File: src/rtl/serial_bridge_pkg.sv
// Shared types and constants for the serial FIFO bridge.
// Optional feature macro used by the top: SERIAL_BRIDGE_LOOPBACK_EN.
package serial_bridge_pkg;

    localparam int unsigned SERIAL_BYTE_W        = 8;
    localparam int unsigned DEFAULT_SERIAL_DEPTH = 8;

    typedef enum logic {
        TX_IDLE = 1'b0,
        TX_HOLD = 1'b1
    } tx_state_e;

endpackage

File: src/rtl/byte_fifo.sv
// Show-ahead byte FIFO; a push while full is accepted when a pop lands in the same cycle.
module byte_fifo
    import serial_bridge_pkg::*;
#(
    parameter  int unsigned DEPTH = DEFAULT_SERIAL_DEPTH,
    localparam int unsigned AW    = $clog2(DEPTH),
    localparam int unsigned CW    = AW + 1
) (
    input  logic                     clk,
    input  logic                     rst_n,
    input  logic                     push_i,
    input  logic                     pop_i,
    input  logic [SERIAL_BYTE_W-1:0] data_i,
    output logic [SERIAL_BYTE_W-1:0] head_o,
    output logic [CW-1:0]            count_o,
    output logic                     full_o,
    output logic                     empty_o
);

    logic [SERIAL_BYTE_W-1:0] mem_q [DEPTH];
    logic [AW-1:0]            wr_ptr_q, rd_ptr_q;
    logic [CW-1:0]            count_q;
    logic                     do_push, do_pop;

    assign empty_o = (count_q == '0);
    assign full_o  = (count_q == CW'(DEPTH));
    assign do_pop  = pop_i && !empty_o;
    assign do_push = push_i && (!full_o || do_pop);
    assign count_o = count_q;
    // Head is forced to zero when empty so reset presents a clean byte.
    assign head_o  = empty_o ? '0 : mem_q[rd_ptr_q];

    always_ff @(posedge clk or negedge rst_n) begin
        if (!rst_n) begin
            wr_ptr_q <= '0;
            rd_ptr_q <= '0;
            count_q  <= '0;
        end else begin
            if (do_push) wr_ptr_q <= wr_ptr_q + AW'(1);
            if (do_pop)  rd_ptr_q <= rd_ptr_q + AW'(1);
            case ({do_push, do_pop})
                2'b10:   count_q <= count_q + CW'(1);
                2'b01:   count_q <= count_q - CW'(1);
                default: count_q <= count_q;
            endcase
        end
    end

    always_ff @(posedge clk) begin
        if (do_push) mem_q[wr_ptr_q] <= data_i;
    end

endmodule

File: src/rtl/serial_fifo_bridge.sv
// RX/TX byte buffering between the processor serial ports and the UART link.
// Define SERIAL_BRIDGE_LOOPBACK_EN to route TX bytes back into the RX FIFO.
module serial_fifo_bridge
    import serial_bridge_pkg::*;
#(
    parameter int unsigned DEPTH = DEFAULT_SERIAL_DEPTH,
    parameter int unsigned CW    = $clog2(DEPTH) + 1
) (
    input  logic                     clock,
    input  logic                     reset,
    output logic [SERIAL_BYTE_W-1:0] serial_in,
    output logic                     serial_valid_in,
    output logic                     serial_ready_in,
    input  logic [SERIAL_BYTE_W-1:0] serial_out,
    input  logic                     serial_rden_out,
    input  logic                     serial_wren_out,
    input  logic [SERIAL_BYTE_W-1:0] ext_rx_data,
    input  logic                     ext_rx_strobe,
    output logic [SERIAL_BYTE_W-1:0] ext_tx_data,
    output logic                     ext_tx_valid,
    input  logic                     ext_tx_ready,
    output logic                     rx_overrun,
    output logic                     tx_overflow,
    input  logic                     flag_clr,
    output logic [CW-1:0]            rx_count,
    output logic [CW-1:0]            tx_count
);

    logic                     rx_push, rx_full, rx_empty;
    logic [SERIAL_BYTE_W-1:0] rx_wdata;
    logic                     tx_pop, tx_full, tx_empty;
    logic [SERIAL_BYTE_W-1:0] tx_head;

    tx_state_e                state_q, state_d;
    logic [SERIAL_BYTE_W-1:0] tx_data_q, tx_data_d;
    logic                     tx_valid_q, tx_valid_d;
    logic                     rx_overrun_q, rx_overrun_d;
    logic                     tx_overflow_q, tx_overflow_d;

    byte_fifo #(.DEPTH(DEPTH)) u_rx_fifo (
        .clk     (clock),
        .rst_n   (reset),
        .push_i  (rx_push),
        .pop_i   (serial_rden_out),
        .data_i  (rx_wdata),
        .head_o  (serial_in),
        .count_o (rx_count),
        .full_o  (rx_full),
        .empty_o (rx_empty)
    );

    byte_fifo #(.DEPTH(DEPTH)) u_tx_fifo (
        .clk     (clock),
        .rst_n   (reset),
        .push_i  (serial_wren_out),
        .pop_i   (tx_pop),
        .data_i  (serial_out),
        .head_o  (tx_head),
        .count_o (tx_count),
        .full_o  (tx_full),
        .empty_o (tx_empty)
    );

    assign serial_valid_in = !rx_empty;
    assign serial_ready_in = !tx_full;

`ifdef SERIAL_BRIDGE_LOOPBACK_EN
    logic unused_lb;
    assign unused_lb = ^{ext_rx_data, ext_rx_strobe, ext_tx_ready, state_q, tx_data_q, tx_valid_q};

    // A full RX FIFO is non-empty, so a pending rden frees a slot this cycle.
    always_comb begin
        state_d    = TX_IDLE;
        tx_data_d  = '0;
        tx_valid_d = 1'b0;
        tx_pop     = !tx_empty && (!rx_full || serial_rden_out);
        rx_push    = tx_pop;
        rx_wdata   = tx_head;
    end
`else
    // Output register: load on idle, reload back-to-back on accept, hold otherwise.
    always_comb begin
        state_d    = state_q;
        tx_data_d  = tx_data_q;
        tx_valid_d = tx_valid_q;
        tx_pop     = 1'b0;
        rx_push    = ext_rx_strobe;
        rx_wdata   = ext_rx_data;
        case (state_q)
            TX_IDLE: begin
                if (!tx_empty) begin
                    tx_data_d  = tx_head;
                    tx_valid_d = 1'b1;
                    tx_pop     = 1'b1;
                    state_d    = TX_HOLD;
                end
            end
            TX_HOLD: begin
                if (ext_tx_ready) begin
                    if (!tx_empty) begin
                        tx_data_d = tx_head;
                        tx_pop    = 1'b1;
                    end else begin
                        tx_valid_d = 1'b0;
                        state_d    = TX_IDLE;
                    end
                end
            end
            default: state_d = TX_IDLE;
        endcase
    end
`endif

    // A drop coinciding with flag_clr keeps the flag set.
    always_comb begin
        rx_overrun_d  = (flag_clr ? 1'b0 : rx_overrun_q)
                        | (rx_push && rx_full && !serial_rden_out);
        tx_overflow_d = (flag_clr ? 1'b0 : tx_overflow_q)
                        | (serial_wren_out && tx_full && !tx_pop);
    end

    always_ff @(posedge clock or negedge reset) begin
        if (!reset) begin
            state_q       <= TX_IDLE;
            tx_data_q     <= '0;
            tx_valid_q    <= 1'b0;
            rx_overrun_q  <= 1'b0;
            tx_overflow_q <= 1'b0;
        end else begin
            state_q       <= state_d;
            tx_data_q     <= tx_data_d;
            tx_valid_q    <= tx_valid_d;
            rx_overrun_q  <= rx_overrun_d;
            tx_overflow_q <= tx_overflow_d;
        end
    end

    assign ext_tx_data  = tx_data_q;
    assign ext_tx_valid = tx_valid_q;
    assign rx_overrun   = rx_overrun_q;
    assign tx_overflow  = tx_overflow_q;

endmodule

File: config.mk
export PLATFORM = sky130hd
export DESIGN_NAME = serial_fifo_bridge
export DESIGN_NICKNAME = d
export VERILOG_FILES = /design/src/rtl/serial_bridge_pkg.sv /design/src/rtl/byte_fifo.sv /design/src/rtl/serial_fifo_bridge.sv
export SDC_FILE = /design/constraint.sdc
export NUM_CORES = 1
export LEC_CHECK = 0
export CAP_MARGIN = 10
export CORE_MARGIN = 2
export CORE_UTILIZATION = 50
export DETAILED_ROUTE_END_ITERATION = 10
export PLACE_DENSITY_LB_ADDON = 0.15
export SYNTH_ARGS = -nofsm -noshare
export SYNTH_HDL_FRONTEND = slang
export SYNTH_HIERARCHICAL = 1
export SYNTH_SLANG_ARGS = --single-unit
File: constraint.sdc
create_clock -name clock -period 3.9 [get_ports clock]
set_input_delay 1.17 -clock clock [delete_from_list [all_inputs] [get_ports clock]]
set_output_delay 1.17 -clock clock [all_outputs]
set_load 0.02 [all_outputs]
==> reports/qor.txt <==
Post-synthesis simple-gate area fraction: 5.23%
Post-Syn Area: 6700 um2
H-tree Lvls: 4
Largest family of logic cells by synthesized area: multiplexers
Clock root buffer master: clkbuf_16
Top Ports: 52
Final hold violations: 0
Via-to-Cell Ratio: 5.41
Post-synthesis mux area share: 15.7%
Number of buffers created by CTS: 17
Worst Path Arrival: 2.47 ns
Minimum clock period: 3.64 ns
Synth cell count leaders: edfxtp_1, nor2_1, dfrtp_1, mux4_2, mux2i_1
# fillers: 965
Final Setup Violations: 0
Psw: 2.07 mW
Antenna Nets Post-Route: 0
Final Skew: 0.0108 ns
Synth Instances: 382
Hold WC Path Type: reg2reg
GRT overflow: 0
Share of layout cells above drive strength 1: 22.7%
Count leader, synth: edfxtp_1
DRC: 0
Hold EP: ext_tx_data[6]$_DFFE_PN0P_
Sequential area share after synthesis: 69.4%
Largest net degree at the start of global routing: 33
Clock tree buffer depth: 2
Fin crit share: 93.5%
Clock power share: 25.3%
Leak: 2.90 nW
Slew @ Worst Pin: 0.797 ns
Fmax achieved: 274 MHz
Antenna violations before repair: 0
Min-Delay Path Depth: 1
Data required time at the worst endpoint: 2.73 ns
RSZ-0062 raised after global routing: no
Inst Count DP: 619
Top cells by area, synth: edfxtp_1, dfrtp_1, mux4_2
Fin Setup TNS: 0 ns
GPL Wtd Cong: 0.781
Number of synthesized register bits: 160
Share of the synthesized area in the top cell type: 57.4%
Post_cts resized: 0
Crit. End Element: output pin
Slew HR: 46.8%
Post-Syn Nets: 415
Clk_lat worst skew: 0.42 ns
Switching Share: 32.3%
Seq pwr share: 39.8%
First-pass DRT Iterations: 4
Synth unique cells: 52
YS warnings: 6
Vias in the first global route: 3672
Power share of the combinational group: 34.9%
Internal power: 4.34 mW
Cell row count: 42
GRT Total Usage: 18.6%
Maxcap violations: 0
Status: finished, final reports clean
Async SR Flop Fraction: 20.0%
Compound-cell area share of the yosys netlist: 3.74%
Initial DRC Count: 218
Final Slew Violations: 0
Primary FF master, synth: edfxtp_1
First-pass GRT wire length: 19500 um
Power per cell area: 792 nW/um2
Nets@finish: 495
Reg-to-reg slack, setup: 0.88 ns
# diodes: 0
Non-filler instance count after layout: 651
Critical path class: reg2out
Worst reg2reg path startpoint: u_tx_fifo/count_o[2]$_DFFE_PN0P_
IR drop worst, VDD: 0.460 mV
Number of synthesized flops with an enable pin: 128
Total Wirelength: 12100 um
Routed length per instance: 18.6 um
PortBufs: 51
FF-to-FF path depth: 10
DP Wirelength: 7910 um
Max FO, Critical Path: 18
Worst reg2reg endpoint: u_tx_fifo/count_o[3]$_DFFE_PN0P_
TritonCTS clock tree: done
Clock Sinks: 160
Clock-pin slew on the worst setup and hold paths: 0.06 ns
Synthesized area per cell: 17.5 um2
Critical path launch point type: flop
Die Footprint: 14300 um2
Height of the die: 120 um
CTS Hold Buffers Added: 0
Synth Area in Adders: 2.09%
Hold_sp: ext_tx_data[6]$_DFFE_PN0P_
# Post-CTS Setup Buffers: 0
Xor/xnor cell area share of the yosys netlist: 1.70%
Initial core utilization: 51.0%
Die width: 120 um
Via count: 3521
Area delta synth->final: 21.0%
Synth area leader: edfxtp_1
Core ar.: 13100 um2
-- area by class of cell --
class / instances / area (um2) / share of cell area, %
sequential: 160 / 4640 / 57.3
timing repair buffer: 75 / 686 / 8.46
multi-input combinational: 192 / 1910 / 23.5
clock buffer: 18 / 429 / 5.30
clock inverter: 14 / 158 / 1.95
inverter: 16 / 60.1 / 0.741
tap: 176 / 220 / 2.72
-- stage by stage --
step / power, mW / util [%] / instance area [um2] / setup slack (ns) / hold slack, ns
detailed placement: 4.87 / 57.2 / 7520 / 0.335 / 0.494
global placement: 4.81 / 57.2 / 7520 / 0.422 / 0.492
global route: 6.80 / 61.7 / 8100 / 0.138 / 0.544
CTS: 6.51 / 61.7 / 8100 / 0.199 / 0.509
floorplan: 4.08 / - / 6700 / 0.843 / 0.480
finish: 6.42 / 61.7 / 8100 / 0.255 / 0.503
-- sequential cells by signal, summed over array words and instances, names as in the netlist --
signal              count
u_rx_fifo/wr_ptr_q      3
u_rx_fifo/rd_ptr_q      3
u_tx_fifo/mem_q        64
tx_overflow             1
u_tx_fifo/wr_ptr_q      3
ext_tx_data             8
ext_tx_valid            1
rx_overrun              1
u_rx_fifo/mem_q        64
u_tx_fifo/rd_ptr_q      3
u_rx_fifo/count_o       4
state_q                 1
u_tx_fifo/count_o       4
-- layout by cell type, fill, tap and decap left out, types with 10 or more instances in the layout --
cell,count
nand2_1,10
mux2i_1,18
clkdlybuf4s50_1,50
edfxtp_1,128
dfrtp_1,32
nor2_1,36
inv_1,14
clkbuf_16,17
mux4_2,32
buf_4,24
mux2_2,11
-- cells by family (layout without fill, tap and decap cells) --
kind of cell	count (synthesis)	after routing
xor+xnor	13	13
compound gates	32	32
mux	63	63
simple gates	74	74
flops	160	160
buf+inv	30	123
fa+ha+maj	10	10
-- how the worst max path moves through the flow --
stage                                                   to  slack [ns]                              start  cells after the start
after floorplan           u_tx_fifo/count_o[3]$_DFFE_PN0P_        0.84                       ext_tx_ready                      9
after global placement    u_tx_fifo/count_o[3]$_DFFE_PN0P_        0.42                       ext_tx_ready                     10
after detailed placement  u_tx_fifo/count_o[3]$_DFFE_PN0P_        0.33                       ext_tx_ready                     10
after CTS                                     serial_in[5]        0.20  u_rx_fifo/rd_ptr_q[1]$_DFFE_PN0N_                      4
after global routing                          serial_in[5]        0.14  u_rx_fifo/rd_ptr_q[1]$_DFFE_PN0N_                      4
final                                         serial_in[5]        0.26  u_rx_fifo/rd_ptr_q[1]$_DFFE_PN0N_                      4
-- power groups by stage --
| stage | clock network [mW] | registers (mW) | logic [mW] |
|---|---|---|---|
| after floorplan | 0 | 2.52 | 1.55 |
| after global placement | 0 | 2.58 | 2.23 |
| after detailed placement | 0 | 2.59 | 2.27 |
| after CTS | 1.67 | 2.56 | 2.28 |
| after global routing | 1.74 | 2.61 | 2.45 |
| final | 1.63 | 2.55 | 2.24 |
-- worst max-delay path, stage by stage (launching register included) --
cell and delay (ns):
dfrtp_1 0.85, mux4_2 0.35, mux2i_1 0.07, nor2_1 0.16
clkdlybuf4s50_1 0.62
-- layer usage --
layer  track usage, %  wire length [um]
met4             6.99               140
met5                0                 0
met3             4.61               530
met2             31.4              6420
met1             23.4              5040
(Power assumes the default switching activity.)
